[config.mk]
export PLATFORM = sky130hd
export DESIGN_NAME = wallace_dot_accumulator_flat
export DESIGN_NICKNAME = d
export VERILOG_FILES = /design/src/rtl/wallace_dot_accumulator_pkg.sv /design/src/rtl/wallace_dot_accumulator_if.sv /design/src/rtl/wallace_dot_accumulator_mult.sv /design/src/rtl/wallace_dot_accumulator.sv /design/src/flat_wrapper.sv
export SDC_FILE = /design/constraint.sdc
export NUM_CORES = 1
export LEC_CHECK = 0
export ABC_AREA = 1
export CAP_MARGIN = 10
export CORE_UTILIZATION = 45
export DETAILED_ROUTE_END_ITERATION = 10
export HOLD_SLACK_MARGIN = 0.12
export PLACE_DENSITY = 0.68
export SYNTH_ARGS = -nofsm -noshare
export SYNTH_HDL_FRONTEND = slang
export SYNTH_SLANG_ARGS = --single-unit
[constraint.sdc]
create_clock -name clk -period 4.33 [get_ports clk]
set_input_delay 0.6495 -clock clk [delete_from_list [all_inputs] [get_ports clk]]
set_output_delay 0.6495 -clock clk [all_outputs]
set_load 0.005 [all_outputs]
[src/rtl/wallace_dot_accumulator_pkg.sv]
// wallace_dot_accumulator_pkg: shared widths and FSM state encoding for the dot-product accumulator
package wallace_dot_accumulator_pkg;
  localparam int OP_W = 8;
  localparam int PROD_W = 16;
  typedef enum logic [1:0] {ACCUM = 2'd0, DRAIN = 2'd1, DONE = 2'd2} state_t;
endpackage

[src/rtl/wallace_dot_accumulator_if.sv]
// wallace_dot_accumulator_if: operand stream in, frame result out, both valid/ready
interface wallace_dot_accumulator_if #(parameter int ACC_W = 24, parameter int CNT_W = 8);
  import wallace_dot_accumulator_pkg::*;
  logic in_valid, in_ready, in_last, out_valid, out_ready, out_ovf;
  logic [OP_W-1:0] in_a, in_b;
  logic [ACC_W-1:0] out_sum;
  logic [CNT_W-1:0] out_count;
  modport master (output in_valid, in_a, in_b, in_last, out_ready, input in_ready, out_valid, out_sum, out_count, out_ovf);
  modport slave (input in_valid, in_a, in_b, in_last, out_ready, output in_ready, out_valid, out_sum, out_count, out_ovf);
endinterface

[src/rtl/wallace_dot_accumulator_mult.sv]
// WallaceMultiplier: 8x8 unsigned carry-save tree multiplier, product presented on bits [16:1]
module WallaceMultiplier (
  input  logic [7:0]  a,
  input  logic [7:0]  b,
  output logic [17:0] product
);
  logic [15:0] pp [8];
  logic [31:0] l0, l1, l2, l3, l4, l5;
  function automatic logic [31:0] csa(input logic [15:0] x, input logic [15:0] y, input logic [15:0] z);
    logic [14:0] c;
    c = (x[14:0] & y[14:0]) | (x[14:0] & z[14:0]) | (y[14:0] & z[14:0]);
    return {c, 1'b0, x ^ y ^ z};
  endfunction
  for (genvar i = 0; i < 8; i++) begin : g_pp
    assign pp[i] = b[i] ? 16'(a) << i : '0;
  end
  assign l0 = csa(pp[0], pp[1], pp[2]);
  assign l1 = csa(pp[3], pp[4], pp[5]);
  assign l2 = csa(l0[15:0], l0[31:16], l1[15:0]);
  assign l3 = csa(l1[31:16], pp[6], pp[7]);
  assign l4 = csa(l2[15:0], l2[31:16], l3[15:0]);
  assign l5 = csa(l4[15:0], l4[31:16], l3[31:16]);
  assign product = {1'b0, l5[15:0] + l5[31:16], 1'b0};
endmodule

[src/rtl/wallace_dot_accumulator.sv]
// wallace_dot_accumulator: sums 8x8 products over a frame and emits one dot-product result per frame
module wallace_dot_accumulator
  import wallace_dot_accumulator_pkg::*;
#(
  parameter int ACC_W = 24,
  parameter int CNT_W = 8
) (
  input logic clk,
  input logic rst,
  wallace_dot_accumulator_if.slave bus
);
  state_t state;
  logic [17:0] mp;
  logic [PROD_W-1:0] prod;
  logic [ACC_W-1:0] acc;
  logic [ACC_W:0] sum_nx;
  logic [CNT_W-1:0] cnt;
  logic pv, p_last, rdy, vld, ovf, accept, unused_mp;
  assign accept = bus.in_valid && rdy;
  assign sum_nx = {1'b0, acc} + (ACC_W+1)'(prod);
  assign unused_mp = ^{mp[17], mp[0]};
  WallaceMultiplier u_mult (.a(bus.in_a), .b(bus.in_b), .product(mp));
  // product pipeline stage: capture the product of each accepted beat
  always_ff @(posedge clk or posedge rst)
    if (rst) begin
      pv <= 1'b0;
      p_last <= 1'b0;
      prod <= '0;
    end else begin
      pv <= accept;
      if (accept) begin
        prod <= mp[16:1];
        p_last <= bus.in_last;
      end
    end
  // accumulator, saturating beat count and sticky carry; cleared when the result is taken
  always_ff @(posedge clk or posedge rst)
    if (rst) begin
      acc <= '0;
      cnt <= '0;
      ovf <= 1'b0;
    end else if (state == DONE && bus.out_ready) begin
      acc <= '0;
      cnt <= '0;
      ovf <= 1'b0;
    end else if (pv) begin
      acc <= sum_nx[ACC_W-1:0];
      ovf <= ovf | sum_nx[ACC_W];
      cnt <= &cnt ? cnt : cnt + CNT_W'(1);
    end
  // frame FSM with registered ready/valid outputs
  always_ff @(posedge clk or posedge rst)
    if (rst) begin
      state <= ACCUM;
      rdy <= 1'b1;
      vld <= 1'b0;
    end else
      case (state)
        ACCUM: if (accept && bus.in_last) begin
          state <= DRAIN;
          rdy <= 1'b0;
        end
        DRAIN: if (p_last) begin
          state <= DONE;
          vld <= 1'b1;
        end
        DONE: if (bus.out_ready) begin
          state <= ACCUM;
          rdy <= 1'b1;
          vld <= 1'b0;
        end
        default: begin
          state <= ACCUM;
          rdy <= 1'b1;
          vld <= 1'b0;
        end
      endcase
  assign bus.in_ready = rdy;
  assign bus.out_valid = vld;
  assign bus.out_sum = acc;
  assign bus.out_count = cnt;
  assign bus.out_ovf = ovf;
endmodule
[src/flat_wrapper.sv]
// flat-port wrapper written by rule: the top's interface ports become plain ports
module wallace_dot_accumulator_flat import wallace_dot_accumulator_pkg::*;
#(
  parameter int ACC_W = 24,
  parameter int CNT_W = 8
)
  (clk, rst, bus_in_valid, bus_in_a, bus_in_b, bus_in_last, bus_out_ready, bus_in_ready, bus_out_valid, bus_out_sum, bus_out_count, bus_out_ovf);
  wallace_dot_accumulator_if #(.ACC_W(ACC_W), .CNT_W(CNT_W)) bus_i ();
  input logic clk;
  input logic rst;
  input wire logic [$bits(bus_i.in_valid)-1:0] bus_in_valid;
  input wire logic [$bits(bus_i.in_a)-1:0] bus_in_a;
  input wire logic [$bits(bus_i.in_b)-1:0] bus_in_b;
  input wire logic [$bits(bus_i.in_last)-1:0] bus_in_last;
  input wire logic [$bits(bus_i.out_ready)-1:0] bus_out_ready;
  output wire logic [$bits(bus_i.in_ready)-1:0] bus_in_ready;
  output wire logic [$bits(bus_i.out_valid)-1:0] bus_out_valid;
  output wire logic [$bits(bus_i.out_sum)-1:0] bus_out_sum;
  output wire logic [$bits(bus_i.out_count)-1:0] bus_out_count;
  output wire logic [$bits(bus_i.out_ovf)-1:0] bus_out_ovf;
  assign bus_i.in_valid = bus_in_valid;
  assign bus_i.in_a = bus_in_a;
  assign bus_i.in_b = bus_in_b;
  assign bus_i.in_last = bus_in_last;
  assign bus_i.out_ready = bus_out_ready;
  assign bus_in_ready = bus_i.in_ready;
  assign bus_out_valid = bus_i.out_valid;
  assign bus_out_sum = bus_i.out_sum;
  assign bus_out_count = bus_i.out_count;
  assign bus_out_ovf = bus_i.out_ovf;
  wallace_dot_accumulator #(.ACC_W(ACC_W), .CNT_W(CNT_W)) u_core (.clk(clk), .rst(rst), .bus(bus_i));
endmodule
==> results of run 1 <==
## cell families after synthesis
family,Yosys count,synth area share (%)
AOI/OAI and AO/OA,77,7.71
xor gates and xnor gates,9,1.45
adders and majority gates,82,24.4
buffers and inverters,170,11.8
DFF,55,25.3
and+or+nand+nor,390,29.3
## stage by stage
stage / total power, uW / instance area, um2 / utilization (%)
5_1_grt: 3990 / 6460 / 55.7
2_1_floorplan: 2350 / 5440 / -
4_1_cts: 3560 / 6430 / 55.4
6_report: 3590 / 6460 / 55.7
3_3_place_gp: 3050 / 6280 / 54.1
3_5_place_dp: 3100 / 6280 / 54.1
## final timing paths
kind	endpoint	slack [ns]	cells after the start
min in group asynchronous	u_core.bus.out_count[4]	0.79	2
hold / removal	u_core.prod[4]	0.50	2
setup reg to reg	u_core.bus.out_sum[12]	2.17	11
hold reg to reg	u_core.prod[4]	0.50	2
setup / recovery	u_core.prod[10]	0.21	15
max in group asynchronous	u_core.bus.out_sum[11]	2.76	3
## cell usage after synthesis, types with 2 or more instances
cell,instances,share of area [%]
nand2_2,2,0.23
nor3_1,8,0.74
fa_1,40,15
a32o_1,2,0.37
a22o_1,2,0.32
inv_1,144,9.9
or2_2,4,0.46
xor2_1,3,0.48
o21ai_0,31,2.9
nand3b_1,2,0.28
xnor2_1,6,0.97
buf_2,3,0.28
clkbuf_1,19,1.3
nand2_1,270,19
inv_2,2,0.14
nand3_1,40,3.7
ha_1,42,9.7
dfrtp_1,54,25
nor2_1,53,3.7
nand4_1,6,0.69
o21bai_1,2,0.28
a31oi_1,2,0.23
a21oi_1,35,3.2
## state kept, by name, summed over array words and instances, names as in the netlist
| signal | cells |
|---|---|
| u_core.prod | 16 |
| u_core.bus.out_valid | 1 |
| u_core.bus.in_ready | 1 |
| u_core.bus.out_sum | 24 |
| u_core.state | 2 |
| u_core.pv | 1 |
| u_core.bus.out_ovf | 1 |
| u_core.p_last | 1 |
| u_core.bus.out_count | 8 |
## layout make-up
class                      instances  area share [%]
inverter                         146            8.48
clock inverter                     2           0.581
timing repair buffer              83            11.7
clock buffer                       5            1.94
multi-input combinational        558            53.3
sequential                        55            21.3
tap                              143            2.77
## metal layers
metal,vias up,GRT usage [%]
li1,2525,-
met1,2322,29.2
met2,80,38.1
met3,10,3.10
met4,0,4.53
met5,-,0
## report_power, final
| group | total (uW) | internal, uW | switching (uW) |
|---|---|---|---|
| registers | 917 | 714 | 203 |
| logic | 2220 | 974 | 1250 |
| clock network | 452 | 270 | 182 |
## worst max-delay path, cell delays in order
cell and delay (ns):
dlygate4sd2_1 0.31, nand2_1 0.09, inv_1 0.05, fa_1 0.53, inv_1 0.06, fa_1 0.55, fa_1 0.44, fa_1 0.54
inv_1 0.04, ha_2 0.37, nand2_1 0.08, nand3_1 0.13, a21oi_1 0.09, or2_2 0.27, a31oi_1 0.13
## timing repair
item	in CTS	in global routing
hold endpoints to repair	0	0
pin swaps	0	2
setup endpoints to repair	7	9
resized for setup	9	11
==> results.ini, run 1 <==
[finish]
diodes=0
drive_gt1_share_pct=6.48
multi_input_area_um2=3440
layout_common_cells=nand2_1 (270), inv_1 (143), dfrtp_1 (54)
layout_commonest_cell=nand2_1
nets=952
syn_to_final_growth_pct=18.9
seq_area_um2=1380
final_cells=992
fillers=1144

[clock_tree]
cts_hold_buf=0
clkTransAtPathRegs_ns=0.07
cts_setup_buffers=0
htreeDepth=2
clk_latency_ns=0.30
cts_root_buf=clkbuf_16
cts_tree=yes
cts_sinks=55
clk_path_buf_depth=2
tritoncts.num_buffers=5

[status]
status=completed

[die]
start_util_pct=46.8
core_area_um2=11600
placementRows=39
dieArea_um2=12500
die_y_um=112
ios=56
die_w_um=112

[timing]
skew_ns=0.0114
finalCritPeriodShare_pct=95.2
finalSetupTns_ns=0
timing.hold.ws_ns=0.496
setup_viol=0
final_hold_viol_count=0
max_slew.worst_pin.slew_ns=0.717
fmax_ghz=0.243
post-route-min-period_ns=4.12
finalMaxSlewViolations=0
max-slew-margin-rel_pct=52.1
layout_setup_ws_ns=0.209

[place]
dp_hpwl_um=10400
placed_cells=985
dp_slack_ns=-0.394
io_buffers=55
gp_congestion=0.905

[grt]
grt_remaining_overflow=0
grt_start_max_net_pins=34
grt_use_total_pct=22.0
grt_pass1_vias=4968
antenna_found_initial=0
grt_pass1_wl_um=22500

[pwr]
powerDensity_nw_per_um2=555
power_leakage_uw=0.00372
ir_worst_vdd_mv=0.219

[drt]
routedWlPerCell_um=12.6
wl_um=12500
vias_per_cell=4.98
drt_pass1_iterations=7
vias=4937
wl_met1_um=5990
drc=0
routed-wl-met2_um=6030
drt_iter0_drc=329
highest-signal-layer=met4
wl_met3_um=353
ant_nets=0

[hold_path]
hp-class=flip-flop to flip-flop
hold_start=u_core.prod[4]

[critical_path]
r2r-start=u_core.bus.out_sum[0]
crit_required_ns=4.54
crit_fanout=7
crit_path_end_kind=flip-flop
arrival_ns=4.33
startpoint=bus_in_b[3]
path_class=primary input to flip-flop
startpoint_type=primary input

[job]
max_cap_viol_count=0

[yosys]
synth_warnings=0
synth_cells=783
ys_seq_area_share_pct=25.3
syn_area_per_cell_um2=6.95
synth_nets=886
ys_seq_elements=55
ys.flop_type=dfrtp_1
synth_cell_type_count=34
async_flop_share_pct=100
syn-cell-area_um2=5440
synth_edf_count=0

(Power assumes the default switching activity.)
==> run 2: changes to the inputs <==
--- a/config.mk
+++ b/config.mk
@@ -9,7 +9,7 @@
 export CAP_MARGIN = 10
 export CORE_UTILIZATION = 45
 export DETAILED_ROUTE_END_ITERATION = 10
-export HOLD_SLACK_MARGIN = 0.12
+export HOLD_SLACK_MARGIN = 0.02
 export PLACE_DENSITY = 0.68
 export SYNTH_ARGS = -nofsm -noshare
 export SYNTH_HDL_FRONTEND = slang
==> results of run 2 <==
Final layout, timing and power as in run 1 (identical DEF).
==> run 3: changes to the inputs <==
--- a/config.mk
+++ b/config.mk
@@ -9,8 +9,9 @@
 export CAP_MARGIN = 10
 export CORE_UTILIZATION = 45
 export DETAILED_ROUTE_END_ITERATION = 10
+export GPL_TIMING_DRIVEN = 0
 export HOLD_SLACK_MARGIN = 0.02
-export PLACE_DENSITY = 0.68
+export PLACE_DENSITY = 0.7
 export SYNTH_ARGS = -nofsm -noshare
 export SYNTH_HDL_FRONTEND = slang
 export SYNTH_SLANG_ARGS = --single-unit
==> constraint.sdc (replaced) <==
create_clock -name clk -period 3.55 [get_ports clk]
set_input_delay 0.5325 -clock clk [delete_from_list [all_inputs] [get_ports clk]]
set_output_delay 0.5325 -clock clk [all_outputs]
set_load 0.005 [all_outputs]
==> run 3 against run 2 <==
The run now ends with design-rule violations, negative setup slack left. Count of clock-buffer cells in the layout increased by 1. First-iteration DRC count decreased by 1.8%. Register-to-register slack got worse by 0.79 ns. Combinational power increased by 39%. Core utilization increased by 2.0 points. Largest cell class unchanged. Largest power group unchanged.
==> results.ini, run 3 (same netlist as run 1, synthesis figures left out) <==
[status]
status=finished with violations
violations=design-rule violations, negative setup slack

[hold_path]
hold_start=u_core.prod[4]
hp-class=flip-flop to flip-flop
min_to=u_core.prod[4]
holdPathStages=2  ; unchanged

[clock_tree]
clk_path_buf_depth=2  ; unchanged
clkTransAtPathRegs_ns=0.07  ; about the same
tritoncts.num_buffers=5  ; unchanged
htreeDepth=2  ; unchanged
cts_sinks=55  ; unchanged
clk_latency_ns=0.29  ; about the same
cts_root_buf=clkbuf_16
cts_tree=yes

[finish]
seq_area_um2=1380  ; unchanged
drive_gt1_share_pct=13.1  ; +6.7 points
diodes=0  ; unchanged
syn_to_final_growth_pct=23.2
fillers=1091  ; -4.6%
nets=939  ; -1.4%
final_util_pct=57.7  ; +2.0 points
multi_input_area_um2=3720  ; +7.9%
largest_reg_flops=24  ; unchanged
layout_common_cells=nand2_1 (255), inv_1 (131), dfrtp_1 (54)
layout_commonest_cell=nand2_1
final_cells=980  ; -1.2%

[timing]
max-slew-margin-rel_pct=61.8  ; +9.7 points
layout_setup_ws_ns=-0.0252  ; -0.234 ns
fmax_ghz=0.280
skew_ns=0.0111  ; -0.000335 ns
rsz0062_at_grt=yes
finalMaxSlewViolations=0  ; unchanged
finalCritPeriodShare_pct=101
final_hold_viol_count=0  ; unchanged
post-route-min-period_ns=3.58
setup_viol=4  ; +4
max_slew.worst_pin.slew_ns=0.573  ; -0.145 ns

[grt]
grt_start_max_net_pins=33  ; -2.9%
grt_pass1_vias=4899  ; -1.4%
grt_remaining_overflow=0  ; unchanged
antenna_found_initial=0  ; unchanged
grt_pass1_wl_um=22000  ; -2.5%
grt_use_total_pct=21.3  ; -0.67 points

[place]
dp_hpwl_um=10300  ; -0.90%
io_buffers=39  ; -29%
dp_slack_ns=-0.523  ; -0.129 ns
placed_cells=966  ; -1.9%
gp_congestion=0.954  ; +5.4%

[drt]
routedWlPerCell_um=13.0  ; +3.5%
drc=1  ; +1
vias=5055  ; +2.4%
drt_iter0_drc=323  ; -1.8%
wl_um=12800  ; +2.3%
vias_per_cell=5.16  ; +3.6%
drt_pass1_iterations=10  ; +3
ant_nets=0  ; unchanged

[critical_path]
rrSetupSlack_ns=1.38  ; -0.79 ns
path_class=primary input to flip-flop
startpoint_type=primary input
arrival_ns=3.75  ; -0.58 ns
r2r-end=u_core.bus.out_sum[12]
reg2reg_depth=11  ; unchanged
r2r-start=u_core.bus.out_sum[0]
crit_path_end_kind=flip-flop
crit_fanout=6  ; -1
crit_required_ns=3.72  ; -0.82 ns

[die]
start_util_pct=46.8  ; unchanged
core_area_um2=11600  ; unchanged
ios=56  ; unchanged
die_w_um=112  ; unchanged
dieArea_um2=12500  ; unchanged
placementRows=39  ; unchanged
die_y_um=112  ; unchanged

[pwr]
ir_worst_vdd_mv=0.386  ; +76%
powerDensity_nw_per_um2=720  ; +30%
power_leakage_uw=0.00368  ; -1.0%

[job]
max_cap_viol_count=0  ; unchanged

run 3: cell count changes in the layout (fill, tap and decap cells not counted), moves of 6 or more:
cell           previous run  this run
a21oi_1                  34        28
buf_4                    28         8
clkbuf_1                  0         7
dlygate4sd2_1             8         0
fa_1                     40        31
fa_2                      0         9
ha_1                     40        34
ha_4                      1         7
inv_1                   143       131
inv_2                     3        14
nand2_1                 270       255
nand2_2                   2        12
nand3_1                  40        33
nand3_2                   1         8
run 3: how the worst max path moves through the flow:
stage                 from  slack [ns]               to
5_1_grt        bus_in_a[5]       -0.15  u_core.prod[11]
2_1_floorplan  bus_in_a[4]       -0.25  u_core.prod[10]
6_report       bus_in_a[5]       -0.03  u_core.prod[11]
3_3_place_gp   bus_in_a[4]       -0.49  u_core.prod[14]
4_1_cts        bus_in_a[5]       -0.03  u_core.prod[13]
3_5_place_dp   bus_in_a[3]       -0.52  u_core.prod[14]
run 3: per-stage QoR:
stage / total power, uW / setup TNS, ns / area, um2 / hold WS [ns]
final: 4820 / -0.0743 / 6700 / 0.500
after global routing: 5290 / -0.804 / 6700 / 0.531
after CTS: 4600 / -0.0749 / 6530 / 0.491
after detailed placement: 3830 / -3.37 / 6200 / 0.471
after global placement: 3770 / -3.23 / 6180 / 0.475
after floorplan: 3020 / -1.52 / 5610 / 0.446
run 3: metal layers:
metal	vias to the layer above	global-route usage (%)	share of wire, %
met5	-	0	0
met4	0	4.53	0.85
met3	12	2.23	3.1
met2	105	38.1	51
met1	2434	27.8	45
li1	2504	-	-
run 3: repair_timing:
item                                   in CTS  in global routing
setup buffers                               4                  2
setup endpoints to repair                   7                  8
pin swaps                                  22                 23
hold buffers                                0                  0
resized for setup                          21                 55
endpoints found under the hold margin       0                  0
run 3: area by class of cell:
cell class,count,area share (%)
Buffer,24,3.44
Tap cell,143,2.67
Multi-Input combinational cell,558,55.5
Timing Repair Buffer,46,6.80
Sequential cell,55,20.6
Clock inverter,2,0.897
Clock buffer,6,1.92
Inverter,146,8.22
run 3: worst max-delay path: stages:
cell and delay (ns):
clkbuf_16 0.13, nand2_4 0.06, inv_2 0.03, fa_2 0.56
inv_2 0.04, fa_1 0.45, fa_1 0.49, inv_1 0.05
fa_1 0.51, ha_4 0.24, a21oi_4 0.19, nand2_4 0.08
a21oi_2 0.14, xor2_1 0.16, o21ai_1 0.08
run 3: report_power, final:
group          switching [uW]  internal [uW]  total (uW)
registers                 236            871        1110
logic                    1750           1340        3090
clock network             222            405         626
total                    2210           2610        4820
